$ cat src/rtl/PARAMS_pkg.sv
// Shared widths and types for the integer register-file write-back path.
package PARAMS_pkg;

  localparam int unsigned INSTR_REG_BITS = 5;
  localparam int unsigned WD_SIZE        = 32;
  localparam int unsigned REG_NUM_DEF    = 32;

  // Encoding doubles as the requester's bit position in req/gnt vectors.
  typedef enum logic {
    WB_ALU = 1'b0,
    WB_LSU = 1'b1
  } wb_src_e;

endpackage

$ cat src/rtl/rr_arb2.sv
// Two-requester round-robin arbiter; the requester not granted last wins a tie.
module rr_arb2
  import PARAMS_pkg::*;
(
  input  logic       clk,
  input  logic       reset_n,
  input  logic [1:0] req,
  output logic [1:0] gnt
);

  wb_src_e last_grant_q, last_grant_d;

  always_comb begin
    gnt          = 2'b00;
    last_grant_d = last_grant_q;
    unique case (req)
      2'b01:   gnt = 2'b01;
      2'b10:   gnt = 2'b10;
      2'b11:   gnt = (last_grant_q == WB_LSU) ? 2'b01 : 2'b10;
      default: gnt = 2'b00;
    endcase
    // A grant is only ever issued alongside its request, so a grant is a handshake.
    if (gnt[0]) begin
      last_grant_d = WB_ALU;
    end else if (gnt[1]) begin
      last_grant_d = WB_LSU;
    end
  end

  always_ff @(posedge clk or negedge reset_n) begin
    if (!reset_n) begin
      last_grant_q <= WB_LSU;
    end else begin
      last_grant_q <= last_grant_d;
    end
  end

endmodule

$ cat src/rtl/rf_wb_scheduler.sv
// Register-file write-back scheduler: arbitrates ALU/LSU onto the single write port and
// keeps a per-register pending-write scoreboard for issue-stage hazard stalls.
module rf_wb_scheduler
  import PARAMS_pkg::*;
#(
  parameter int unsigned REG_NUM = REG_NUM_DEF
) (
  input  logic                      clk,
  input  logic                      reset_n,
  // Issue stage
  input  logic                      iss_valid,
  input  logic [INSTR_REG_BITS-1:0] iss_rs1,
  input  logic [INSTR_REG_BITS-1:0] iss_rs2,
  input  logic [INSTR_REG_BITS-1:0] iss_rd,
  output logic                      iss_stall,
  // ALU write-back
  input  logic                      alu_valid,
  input  logic [INSTR_REG_BITS-1:0] alu_rd,
  input  logic [WD_SIZE-1:0]        alu_data,
  output logic                      alu_ready,
  // LSU write-back
  input  logic                      lsu_valid,
  input  logic [INSTR_REG_BITS-1:0] lsu_rd,
  input  logic [WD_SIZE-1:0]        lsu_data,
  output logic                      lsu_ready,
  // Register-file write port
  output logic                      wr_en,
  output logic [INSTR_REG_BITS-1:0] wr_rd,
  output logic [WD_SIZE-1:0]        wr_data,
  // Status
  output logic [REG_NUM-1:0]        busy,
  output logic                      wb_err
);

  logic [1:0] req, gnt;

  logic [REG_NUM-1:0]        busy_q, busy_d;
  logic                      wr_en_q, wr_en_d;
  logic [INSTR_REG_BITS-1:0] wr_rd_q, wr_rd_d;
  logic [WD_SIZE-1:0]        wr_data_q, wr_data_d;
  logic                      wb_err_q, wb_err_d;

  logic                      grant;
  logic [INSTR_REG_BITS-1:0] grant_rd;
  logic [WD_SIZE-1:0]        grant_data;
  logic                      iss_hit;
  logic                      iss_accept;

  assign req = {lsu_valid, alu_valid};

  rr_arb2 u_arb (
    .clk     (clk),
    .reset_n (reset_n),
    .req     (req),
    .gnt     (gnt)
  );

  assign alu_ready = gnt[0];
  assign lsu_ready = gnt[1];

  always_comb begin
    grant      = |gnt;
    grant_rd   = alu_rd;
    grant_data = alu_data;
    if (gnt[1]) begin
      grant_rd   = lsu_rd;
      grant_data = lsu_data;
    end
  end

  // busy[0] is held at zero, so x0 indices never produce a hazard.
  always_comb begin
    iss_hit    = busy_q[iss_rs1] | busy_q[iss_rs2] | busy_q[iss_rd];
    iss_stall  = iss_valid & iss_hit;
    iss_accept = iss_valid & ~iss_hit;
  end

  always_comb begin
    busy_d    = busy_q;
    wr_en_d   = 1'b0;
    wr_rd_d   = wr_rd_q;
    wr_data_d = wr_data_q;
    wb_err_d  = wb_err_q;

    // Clear on commit first so a same-edge issue to the same index overrides it.
    if (wr_en_q) begin
      busy_d[wr_rd_q] = 1'b0;
    end
    if (iss_accept && (iss_rd != '0)) begin
      busy_d[iss_rd] = 1'b1;
    end
    busy_d[0] = 1'b0;

    if (grant) begin
      wr_en_d   = (grant_rd != '0);
      wr_rd_d   = grant_rd;
      wr_data_d = grant_data;
      if ((grant_rd != '0) && !busy_q[grant_rd]) begin
        wb_err_d = 1'b1;
      end
    end
  end

  always_ff @(posedge clk or negedge reset_n) begin
    if (!reset_n) begin
      busy_q    <= '0;
      wr_en_q   <= 1'b0;
      wr_rd_q   <= '0;
      wr_data_q <= '0;
      wb_err_q  <= 1'b0;
    end else begin
      busy_q    <= busy_d;
      wr_en_q   <= wr_en_d;
      wr_rd_q   <= wr_rd_d;
      wr_data_q <= wr_data_d;
      wb_err_q  <= wb_err_d;
    end
  end

  assign busy    = busy_q;
  assign wr_en   = wr_en_q;
  assign wr_rd   = wr_rd_q;
  assign wr_data = wr_data_q;
  assign wb_err  = wb_err_q;

endmodule
$ cat config.mk
export PLATFORM = sky130hd
export DESIGN_NAME = rf_wb_scheduler
export DESIGN_NICKNAME = d
export VERILOG_FILES = /design/src/rtl/PARAMS_pkg.sv /design/src/rtl/rr_arb2.sv /design/src/rtl/rf_wb_scheduler.sv
export SDC_FILE = /design/constraint.sdc
export NUM_CORES = 1
export LEC_CHECK = 0
export ABC_AREA = 1
export BUFFER_PORTS_ARGS = -buffer_cell sky130_fd_sc_hd__buf_2
export CORE_MARGIN = 2
export CORE_UTILIZATION = 50
export CTS_CLUSTER_DIAMETER = 30
export CTS_CLUSTER_SIZE = 16
export DETAILED_ROUTE_END_ITERATION = 8
export PLACE_DENSITY = 0.81
export SETUP_SLACK_MARGIN = 0.15
export SLEW_MARGIN = 25
export SYNTH_ARGS = -nofsm -noshare
export SYNTH_HDL_FRONTEND = slang
export SYNTH_SLANG_ARGS = --single-unit
$ cat constraint.sdc
create_clock -name clk -period 2.25 [get_ports clk]
set_input_delay 0.3375 -clock clk [delete_from_list [all_inputs] [get_ports clk]]
set_output_delay 0.3375 -clock clk [all_outputs]
set_load 0.03 [all_outputs]
== After elaboration in Yosys (flattened, before gate mapping) ==
Cells that the tools add are included.

* Register bits: 71
* Input port bits: 94
* Output and inout bits: 74

* Reductions and logical operators: 10
* Eq/ne operators: 3
* Bitwise operators: 8
* Multiplexer cells: 21
* Magnitude comparators: 7

{| class="wikitable"
|+ Operator list
! cell !! count
|-
| 2-to-1 mux 32 bit || 3
|-
| AND 32 bit || 1
|-
| NOT 32 bit || 1
|-
| OR 32 bit || 1
|-
| less-than comparator 5 x 6 -> 1 bit, second input constant || 5
|-
| binary-select mux 1 bit (select 5 bit) || 4
|-
| demux 1 bit (select 5 bit) || 2
|-
| greater-or-equal comparator 5 x 1 -> 1 bit, second input constant || 2
|-
| nonzero test 5 bit || 2
|-
| 2-to-1 mux 1 bit || 9
|-
| case mux 2 bit (3 select lines) || 1
|-
| 2-to-1 mux 5 bit || 1
|-
| == test 2 bit, second input constant || 2
|-
| logical AND 1 bit || 4
|-
| AND 1 bit || 2
|-
| == test 2 x 1 -> 1 bit, second input constant || 1
|-
| 2-to-1 mux 2 bit || 1
|-
| OR 1 bit || 2
|-
| AND reduction 2 bit || 1
|-
| nonzero test 2 bit || 1
|-
| OR reduction 2 bit || 1
|-
| logical NOT 1 bit || 1
|-
| NOT 1 bit || 1
|}

== Depth between registers and ports, before layout ==
* Depth in word-level cells: 9
* Mapped depth: 15
* Gate-level depth less buffers: 14

== By module ==
From an unflattened synthesis, not the netlist that was laid out.

* Cell total of the unflattened synthesis: 722
* Area, all modules: 4809.6 sq um

{| class="wikitable"
|+ Modules (own cells, without submodules)
! module !! cells an instance !! instances !! area each (sq um)
|-
| rf_wb_scheduler || 711 || 1 || 4743.3
|-
| rr_arb2 || 11 || 1 || 66.3
|}

== Worst setup path after synthesis ==
No wires, ideal clock.

* Path kind: input to output
* Start point: in iss_rd[0]
* End point: out iss_stall
* Data required time: 1.913 ns
* Slack: 0.401 ns
* Stages on the path: 12
* Arrival: 1.511 ns
* Cells stage by stage: buf_6 > nor2_1 > nand2_1 > o21ai_1 > nor2_1 > nor2_1 > nor2_1 > nand2_1 > nor2_1 > nand2_1 > o21ai_1 > inv_1

* Cells in the longest elaborated chain, start to end: 4

{| class="wikitable"
|+ RTL lines
! what !! line !! text
|-
| start: declaration || rf_wb_scheduler.sv:14 || <nowiki>input logic [INSTR_REG_BITS-1:0] iss_rd,</nowiki>
|-
| binary-select mux 1 bit (select 5 bit) || rf_wb_scheduler.sv:73 || <nowiki>iss_hit = busy_q[iss_rs1] | busy_q[iss_rs2] | busy_q[iss_rd];</nowiki>
|-
| 2-to-1 mux 1 bit (not written as such) || rf_wb_scheduler.sv:73 ||
|-
| OR 1 bit || rf_wb_scheduler.sv:73 ||
|-
| AND 1 bit || rf_wb_scheduler.sv:74 || <nowiki>iss_stall = iss_valid & iss_hit;</nowiki>
|-
| end: declaration || rf_wb_scheduler.sv:15 || <nowiki>output logic iss_stall,</nowiki>
|}

Every way passes these cells. The select of a mux whose other input is x is not followed.

== Worst setup path after layout ==
* Start point: reg busy_q[7] (netlist: busy[7])
* End point: out iss_stall

* Cells in the longest elaborated chain, start to end: 5
* Elaborated cells on any way between the ends: 9

{| class="wikitable"
|+ RTL lines
! what !! line !! text
|-
| start: declaration || rf_wb_scheduler.sv:37 || <nowiki>logic [REG_NUM-1:0] busy_q, busy_d;</nowiki>
|-
| start signal: assignment || rf_wb_scheduler.sv:112 || <nowiki>busy_q <= busy_d;</nowiki>
|-
| binary-select mux 1 bit (select 5 bit) || rf_wb_scheduler.sv:73 ||
|-
| 2-to-1 mux 1 bit (not written as such) || rf_wb_scheduler.sv:73 ||
|-
| OR 1 bit || rf_wb_scheduler.sv:73 ||
|-
| OR 1 bit (*) || rf_wb_scheduler.sv:73 ||
|-
| AND 1 bit (*) || rf_wb_scheduler.sv:74 ||
|}

Every way passes the cells marked *; elsewhere a longest branch is shown, timed or not. The select of a mux whose other input is x is not followed.

==> results.txt <==
# diodes: 0
sequential fraction of the synthesis area: 38.43%
vias in the first global route: 5,214
pwr/cell area: 1040 mW/mm2
flop2flop setup slack: 0.19 ns
placement-stage cell area: 0.005599 mm2
clk_lat worst skew: 0.36 ns
Tightest Pin Transition: 0.7063 ns
# rows: 35
fraction of layout cells with a size suffix above 1: 30.73%
Post-Syn Nets: 788
final worst slack: 0.07373 ns
worst slack, placed: 0.1462 ns
Avg Vias per Cell: 5.799
first-pass GRT wire length: 26.19 mm
Leak: 0.003123 uW
Root Driver: clkbuf_8
Die ar.: 0.01004 mm2
design area: 0.006043 mm2
Mean Syn Cell Area: 6.667 um2
Post-synth EDFFs: 0
initial antenna violation count: 0
CP Max Fanout: 3
global-route met2 utilization: 54.21%
Clock Sinks: 71
Initial Util: 50.80%
Starting DRT DRC Count: 531
core box area: 0.009109 mm2
clock-pin slew on the worst setup and hold paths: 0.09 ns
Crit. End Element: primary output
Worst Clk Skew: 0.02342 ns
GPL Wtd Cong: 1.019
status: completed
period utilization: 96.72%
Synth Instances: 694
Worst Path Required: 1.91 ns
WL per Instance: 17.28 um
Slew Limit Fails: 0
total iterations of the first detailed-routing run: 7
drc violations: 0
Port Buffer Count: 166
r2r endpoint: busy[25]
Post-Route Setup TNS: 0 ns
Peak supply drop: 694.5 uV
crit path time final: 2.176 ns
number of I/O pins: 168
setup violators final: 0
Hold Crit Class: in -> async
worst r2r src: busy[7]
Post-DP HPWL: 12.71 mm
Die X: 100.2 um
most frequent cells in the layout: 207 x nand2_1, 165 x buf_2, 90 x nand3_1, 71 x o21ai_0, 57 x inv_1
leading cell type in the layout, fill and taps excluded: nand2_1
via count: 5,758
Fillers: 838
Critical Path AT: 1.84 ns
Max-Cap Viols: 0
yosys warns: 0
Main synth FF type: dfrtp_1
crit path cell chain: inv_2, buf_4, nand2_1, nand3_1, nand3_1, nand3_1, nand3_2, nand2_2, nand2_2, o21ai_2, inv_1, buf_6
count of different cell masters after synthesis: 28
CP max stage delay: 0.42 ns
H-tree depth: 3
CTS tree: built
Worst Reg-to-Reg Cells: 15
Fin. Hold Viols: 0
gr ovfl total: 0
gr busiest metal: met2
Overall Global Routing Usage: 33.51%
CTS Buffer Depth: 2
fmax: 459.5 MHz
met1 usage: 44.35%
TritonCTS buffer count: 9
ANT nets after route: 0
DIE HEIGHT: 100.2 um
largest net degree at the start of global routing: 49
CP most frequent cell: nand3_1
Async SR Flop Fraction: 100.0%
crit path max-delay cell type: dfrtp_1
Final #Nets: 971
Synth Register Bits: 71
RSZ-0062 raised after global routing: true
crit path kind: reg -> out
CP Launch Type: flip-flop
Area growth syn-to-layout: 30.61%
DRT Wirelength: 17.16 mm
GRT met3 Usage: 6.546%
synthesized cell area: 0.004627 mm2
slew margin rel.: 52.91%
[registers in the layout (all words and copies together) (netlist names)]
name	flops
wr_rd	5
wb_err	1
wr_data	32
wr_en	1
busy	31
u_arb.last_grant_q	1
[cell families (layout without fill, tap and decap cells)]
group / count (synthesis) / in the layout / synth area share [%]
AO/OA/AOI/OAI: 127 / 127 / 15.09
buffers and inverters: 106 / 294 / 9.735
flip-flops: 71 / 71 / 38.43
other: 1 / 1 / 0.08105
AND/OR/NAND/NOR: 389 / 389 / 36.67
[report_power, final]
| part | switching, uW | leakage (uW) | internal [uW] |
|---|---|---|---|
| Combinational | 2010 | 0.00221 | 1060 |
| Sequential | 646 | 0.000834 | 1670 |
| Clock | 505 | 0.0000789 | 403 |
[worst max-delay path: cells and delay by family, from the launching register on]
family	cells	cell delay [ns]
buffers and inverters	4	0.38
AND/OR/NAND/NOR	7	0.58
flip-flops	1	0.42
AO/OA/AOI/OAI	1	0.12
[layout make-up]
type                            instances  area [um2]  area share [%]
Timing Repair Buffer                  205        1210           20.02
Multi-Input combinational cell        517        2444           40.43
Tap cell                              111       138.9           2.298
Sequential cell                        71        1802           29.81
Clock buffer                           10       127.6           2.112
Clock inverter                          6       45.04          0.7453
Inverter                               73       276.5           4.576
[Yosys cell counts (all sizes together) (2+ instances only)]
master,number,share of area (%)
nand4,35,4.7
nor2,40,3.4
o22ai,16,2.2
inv,73,5.9
nor3,7,0.76
buf,20,2.8
dfrtp,70,38
o21ai,76,8.2
o211ai,10,1.6
o21a,2,0.32
nand3,91,9.8
nand2,215,18
a21oi,20,2.2
clkbuf,13,1.1
[worst max-delay path by stage]
stage / end / depth (start not counted) / startpoint
finish: iss_stall / 12 / busy[7]
global route: iss_stall / 12 / busy[14]
global placement: iss_stall / 15 / iss_rd[1]
CTS: iss_stall / 9 / busy[8]
detailed placement: iss_stall / 15 / iss_rd[1]
floorplan: iss_stall / 12 / iss_rd[0]
[metrics by stage]
step,cells,total power [uW],util (%),hold slack (ns)
floorplan,694,3751,-,0.04191
global placement,956,4878,61.47,0.4125
detailed placement,956,4911,61.47,0.4137
CTS,984,6050,64.84,0.03403
global route,993,6597,66.35,0.05369
finish,993,6287,66.35,0.02535
[layer usage]
metal  share of wire [%]  vias to the layer above  wire length [um]
li1                    -                     2690                 -
met1                  40                     2702              6822
met2                  49                      318              8403
met3                 8.0                       48              1378
met4                 3.3                        0               559
met5                   0                        -                 0
[what timing repair did]
item / CTS / global route
cloned: 0 / 2
setup buffers: 12 / 7
gates resized for setup: 34 / 21
endpoints found under the setup margin: 1 / 22
pin swaps: 5 / 16
hold buffers: 0 / 0
(Power assumes the default switching activity.)
